==> config.mk <==
export PLATFORM = sky130hd
export DESIGN_NAME = cpu_boot_loader
export DESIGN_NICKNAME = d
export VERILOG_FILES = /design/src/rtl/boot_loader_pkg.sv /design/src/rtl/boot_addr_check.sv /design/src/rtl/cpu_boot_loader.sv
export SDC_FILE = /design/constraint.sdc
export NUM_CORES = 1
export LEC_CHECK = 0
export CORE_MARGIN = 2
export CORE_UTILIZATION = 43
export DETAILED_ROUTE_END_ITERATION = 10
export GPL_ROUTABILITY_DRIVEN = 0
export PLACE_DENSITY = 0.81
export SKIP_LAST_GASP = 1
export SYNTH_ARGS = -nofsm -noshare
export SYNTH_HDL_FRONTEND = slang
export SYNTH_SLANG_ARGS = --single-unit
==> constraint.sdc <==
create_clock -name clk -period 2.8 [get_ports clk]
set_input_delay 0.56 -clock clk [delete_from_list [all_inputs] [get_ports clk]]
set_output_delay 0.56 -clock clk [all_outputs]
set_load 0.005 [all_outputs]
==> src/rtl/boot_loader_pkg.sv <==
// Shared types and constants for the CPU boot loader: FSM state encoding,
// default mailbox window and the well-known mailbox offsets.
package boot_loader_pkg;

    typedef enum logic [2:0] {
        ST_IDLE,
        ST_LOAD,
        ST_WRITE,
        ST_GAP,
        ST_RELEASE,
        ST_RUN
    } state_t;

    localparam logic [31:0] DEF_MMIO_BASE = 32'h0200_0000;
    localparam logic [31:0] DEF_MMIO_SIZE = 32'h0000_0100;

    // Mailbox offsets relative to the window base, as used by t1c_riscv_cpu firmware.
    localparam logic [31:0] START_POINT = 32'h0000_0000;
    localparam logic [31:0] END_POINT   = 32'h0000_0004;
    localparam logic [31:0] NODE_POINT  = 32'h0000_0008;
    localparam logic [31:0] CPU_DONE    = 32'h0000_000C;

endpackage

==> src/rtl/boot_addr_check.sv <==
// Combinational legality check for a preload word: aligned, inside the
// mailbox window, and the session word counter still has headroom.
module boot_addr_check
    import boot_loader_pkg::*;
#(
    parameter logic [31:0] MMIO_BASE = DEF_MMIO_BASE,
    parameter logic [31:0] MMIO_SIZE = DEF_MMIO_SIZE,
    parameter int unsigned CNT_W     = 8
) (
    input  logic [31:0]      addr,
    input  logic [CNT_W-1:0] word_cnt,
    output logic             ok
);

    logic [31:0] offset;
    logic        aligned;
    logic        in_window;
    logic        cnt_room;

    // Offset compare avoids overflow when the window touches the top of the address space.
    assign offset    = addr - MMIO_BASE;
    assign aligned   = (addr[1:0] == 2'b00);
    assign in_window = (addr >= MMIO_BASE) && (offset < MMIO_SIZE);
    assign cnt_room  = (word_cnt != {CNT_W{1'b1}});
    assign ok        = aligned && in_window && cnt_room;

endmodule

==> src/rtl/cpu_boot_loader.sv <==
// Preload sequencer for t1c_riscv_cpu: streams (addr, data) words into the CPU's
// external write port, then releases cpu_reset. Define BOOT_LOADER_CKSUM_EN for a cksum output.
module cpu_boot_loader
    import boot_loader_pkg::*;
#(
    parameter logic [31:0] MMIO_BASE   = DEF_MMIO_BASE,
    parameter logic [31:0] MMIO_SIZE   = DEF_MMIO_SIZE,
    parameter int unsigned GAP_CYCLES  = 1,
    parameter int unsigned RELEASE_DLY = 2,
    parameter int unsigned CNT_W       = 8
) (
    input  logic             clk,
    input  logic             reset,
    input  logic             start,
    input  logic             ld_valid,
    output logic             ld_ready,
    input  logic [31:0]      ld_addr,
    input  logic [31:0]      ld_data,
    input  logic             ld_last,
    output logic             Ext_MemWrite,
    output logic [31:0]      Ext_WriteData,
    output logic [31:0]      Ext_DataAdr,
    output logic             cpu_reset,
    output logic             busy,
    output logic             done,
    output logic             err,
    output logic [CNT_W-1:0] word_cnt
`ifdef BOOT_LOADER_CKSUM_EN
    ,
    output logic [31:0]      cksum
`endif
);

    localparam logic [3:0] GAP_INIT = 4'(GAP_CYCLES - 1);
    localparam bit         REL_SKIP = (RELEASE_DLY == 0);
    localparam logic [3:0] REL_INIT = REL_SKIP ? 4'd0 : 4'(RELEASE_DLY - 1);

    state_t     state;
    logic       last_q;
    logic [3:0] gap_cnt;
    logic [3:0] rel_cnt;
    logic       word_ok;

    boot_addr_check #(
        .MMIO_BASE (MMIO_BASE),
        .MMIO_SIZE (MMIO_SIZE),
        .CNT_W     (CNT_W)
    ) u_addr_check (
        .addr     (ld_addr),
        .word_cnt (word_cnt),
        .ok       (word_ok)
    );

    assign ld_ready = (state == ST_LOAD);
    assign busy     = (state inside {ST_LOAD, ST_WRITE, ST_GAP, ST_RELEASE});
    assign done     = (state == ST_RUN);

    always_ff @(posedge clk) begin
        if (reset) begin
            state         <= ST_IDLE;
            cpu_reset     <= 1'b1;
            Ext_MemWrite  <= 1'b0;
            Ext_WriteData <= '0;
            Ext_DataAdr   <= '0;
            err           <= 1'b0;
            word_cnt      <= '0;
            last_q        <= 1'b0;
            gap_cnt       <= '0;
            rel_cnt       <= '0;
`ifdef BOOT_LOADER_CKSUM_EN
            cksum         <= '0;
`endif
        end else begin
            case (state)
                ST_IDLE: begin
                    if (start) begin
                        state    <= ST_LOAD;
                        word_cnt <= '0;
                        err      <= 1'b0;
`ifdef BOOT_LOADER_CKSUM_EN
                        cksum    <= '0;
`endif
                    end
                end
                ST_LOAD: begin
                    if (ld_valid) begin
                        last_q <= ld_last;
                        if (word_ok) begin
                            // Write port is loaded here so the pulse lands in the very next cycle.
                            state         <= ST_WRITE;
                            Ext_MemWrite  <= 1'b1;
                            Ext_DataAdr   <= ld_addr;
                            Ext_WriteData <= ld_data;
                        end else begin
                            err <= 1'b1;
                            if (ld_last) begin
                                if (REL_SKIP) begin
                                    state     <= ST_RUN;
                                    cpu_reset <= 1'b0;
                                end else begin
                                    state   <= ST_RELEASE;
                                    rel_cnt <= REL_INIT;
                                end
                            end
                        end
                    end
                end
                ST_WRITE: begin
                    Ext_MemWrite  <= 1'b0;
                    Ext_DataAdr   <= '0;
                    Ext_WriteData <= '0;
                    word_cnt      <= word_cnt + 1'b1;
                    gap_cnt       <= GAP_INIT;
                    state         <= ST_GAP;
`ifdef BOOT_LOADER_CKSUM_EN
                    cksum         <= cksum + (Ext_DataAdr ^ Ext_WriteData);
`endif
                end
                ST_GAP: begin
                    if (gap_cnt != 4'd0) begin
                        gap_cnt <= gap_cnt - 1'b1;
                    end else if (!last_q) begin
                        state <= ST_LOAD;
                    end else if (REL_SKIP) begin
                        state     <= ST_RUN;
                        cpu_reset <= 1'b0;
                    end else begin
                        state   <= ST_RELEASE;
                        rel_cnt <= REL_INIT;
                    end
                end
                ST_RELEASE: begin
                    if (rel_cnt != 4'd0) begin
                        rel_cnt <= rel_cnt - 1'b1;
                    end else begin
                        state     <= ST_RUN;
                        cpu_reset <= 1'b0;
                    end
                end
                ST_RUN: begin
                    // Reboot: re-assert the CPU reset and open a fresh session.
                    if (start) begin
                        state     <= ST_LOAD;
                        cpu_reset <= 1'b1;
                        word_cnt  <= '0;
                        err       <= 1'b0;
`ifdef BOOT_LOADER_CKSUM_EN
                        cksum     <= '0;
`endif
                    end
                end
                default: begin
                    state     <= ST_IDLE;
                    cpu_reset <= 1'b1;
                end
            endcase
        end
    end

endmodule
==> flow_summary.yaml <==
outcome:
  status: "completed"
finish:
  drive_gt1_share_pct: 6.68
  fin_area_mm2: 0.00538
  antenna_cells: 0
  finalNonFillerCells: 674
  syn2layout_area_growth_pct: 47.3
  fin_nets: 639
logic_synthesis:
  yosysWarnings: 0
  synth_edf_count: 0
  synthMuxAreaShare_pct: 1.44
  synth.most_common_cell: "dfxtp_1"
  yosys-top-cells-area: "dfxtp_1 (48%), a21oi_1 (7.1%), nand3_1 (5.9%)"
  synth_top_area_share_pct: 47.7
  synth_top_family_by_area: "simple AND/OR/NAND/NOR gates"
  ys.flop_type: "dfxtp_1"
  synth_compound_area_share_pct: 14.3
  seq_area_frac_synth_pct: 47.7
  synthTopCellsByCount: "dfxtp_1 (87), a21oi_1 (52), nand2_1 (51)"
  synthSimpleGateAreaFrac_pct: 27.2
  synth_nets: 502
  avgSynthCellArea_um2: 8.55
  synth_fa_ha_area_share_pct: 2.06
  yosysTopAreaCell: "dfxtp_1"
  ys_ff_latch: 87
  synth_area_mm2: 0.00365
  synth_cell_type_count: 58
  synthCells: 427
  synth_xor_area_share_pct: 2.16
  async_flop_share_pct: 0
sta:
  setup_viol: 0
  layout_setup_ws_ns: 0.153
  rsz0062_at_grt: "false"
  layout_min_cycle_time_ns: 2.65
  setup-tns-final_ns: 0
  tightest_slew_ns: 0.911
  slew_violations: 0
  fmax_mhz: 378
  skew_ns: 0.0107
  relSlewSlack_pct: 39.3
  finalCritPeriodShare_pct: 94.5
  hold_violations: 0
power_and_ir_drop:
  powerDensity_mw_per_mm2: 484
  finalPower_mw: 2.60
  p_leak_nw: 1.87
  peakVddDrop_mv: 0.268
placement:
  place_area_mm2: 0.00520
  placedCellCount: 658
  port_buffers: 146
  dp_slack_ns: 0.0590
  hpwlAfterDp_um: 7280
grt:
  grt_pass1_wl_um: 16000
  grtUsageTotal_pct: 21.8
  antenna_found_initial: 0
  grt_overflow: 0
  grt_pass1_vias: 3396
  grt_max_degree: 44
floorplan:
  fp.dieArea_mm2: 0.00925
  die_h_um: 96.2
  rows: 33
  start_util_pct: 44.4
  io_pins: 147
  core_mm2: 0.00822
  die_w_um: 96.2
worst_setup_path:
  cp-end-kind: "output pin"
  path_class: "flop to output pin"
  cp_max_fo: 14
  worstPathRequired_ns: 2.24
  critPathArrivalTime_ns: 2.09
  start_kind: "flop"
detailed_routing:
  drt_iter0_markers: 136
  routed-via-count: 3534
  drcViolationCount: 0
  ant_nets: 0
  wire_per_inst_um: 14.7
  wirelength_um: 9940
  drt-vias-per-instance: 5.24
  first_pass_iters: 4
clocking:
  clockRootBuffer: "clkbuf_8"
  post_cts_buffers: 0
  cts_sinks: 87
  clkTransAtPathRegs_ns: 0.09
  h-tree-depth: 3
  max-clock-path-buffers: 2
  cts_resized: 0
  hold_buffers: 0
  cts_tree: "yes"
  clk_latency_ns: 0.36
  cts_buffers: 9
flow_run:
  maxCapViolations: 0
hold_path:
  hold_path.class: "flop to flop"
## layout make-up
type	count	area, um^2
multi-input combinational	298	1720
tap	105	131
clock inverter	6	52.6
sequential	87	1740
timing repair buffer	157	1560
inverter	11	41.3
fill	677	2840
clock buffer	10	128
## flip-flops by register name (all words and copies together) (netlist names)
signal,cells
Ext_DataAdr,32
Ext_WriteData,32
word_cnt,8
gap_cnt,4
rel_cnt,4
state,3
Ext_MemWrite,1
cpu_reset,1
err,1
last_q,1
## path summary, 6_finish.rpt
path         startpoint         end  slack (ns)  cells past startpoint
max            state[0]    ld_ready        0.15                      3
min           cpu_reset   cpu_reset        0.44                      2
min reg2reg   cpu_reset   cpu_reset        0.44                      2
max reg2reg    state[2]  rel_cnt[1]        0.38                      5
## worst max-delay path, cell delays in order, from the launching register on
cell	delay, ns
dfxtp_1	0.59
or3b_1	0.50
inv_2	0.14
clkdlybuf4s50_1	0.51
## through the flow
| stage | hold WS, ns | utilization (%) |
|---|---|---|
| after floorplan | 0.439 | - |
| after global placement | 0.430 | 63.3 |
| after detailed placement | 0.434 | 63.3 |
| after CTS | 0.447 | 65.5 |
| after global routing | 0.483 | 65.5 |
| final | 0.442 | 65.5 |
## placed cells by master (no fill, tap or decap), drive strengths merged, types with 3 or more instances in the layout
master         netlist  routed
clkdlybuf4s50        0     145
dfxtp               87      87
a21oi               52      52
nand2               51      51
nand3               43      43
nor2                29      29
and2                24      24
inv                 11      13
nor3                12      12
buf                 13      12
clkbuf              18      10
nand4                6       6
ha                   6       6
xnor2                5       5
nor4                 5       5
o21ai                4       4
xor2                 4       4
nor3b                3       3
a31oi                3       3
or3                  3       3
a21o                 3       3
o22a                 3       3
a211oi               3       3
mux2i                3       3
or3b                 3       3
and4                 3       3
## routing by layer
layer  vias up  wire length (um)  global-route usage, %
met5         -                 0                      0
met1      1654              4140                   27.6
met3        23               432                   3.60
met4         0               300                   10.5
met2        98              5060                   36.0
li1       1759                 -                      -
## power by group
part           leakage, nW  switching, mW  total (mW)  internal, mW
clock               0.0850          0.472       0.808         0.335
combinational         1.08          0.212       0.480         0.268
sequential           0.701         0.0499        1.32          1.27
## cell families after synthesis
family,count (synthesis)
AND/OR/NAND/NOR,193
buffers and inverters,42
AO/OA/AOI/OAI,85
XOR/XNOR,9
flip-flops,87
multiplexers,5
adder cells (fa/ha/maj),6
Note: power is estimated with default switching activity, not from simulation.
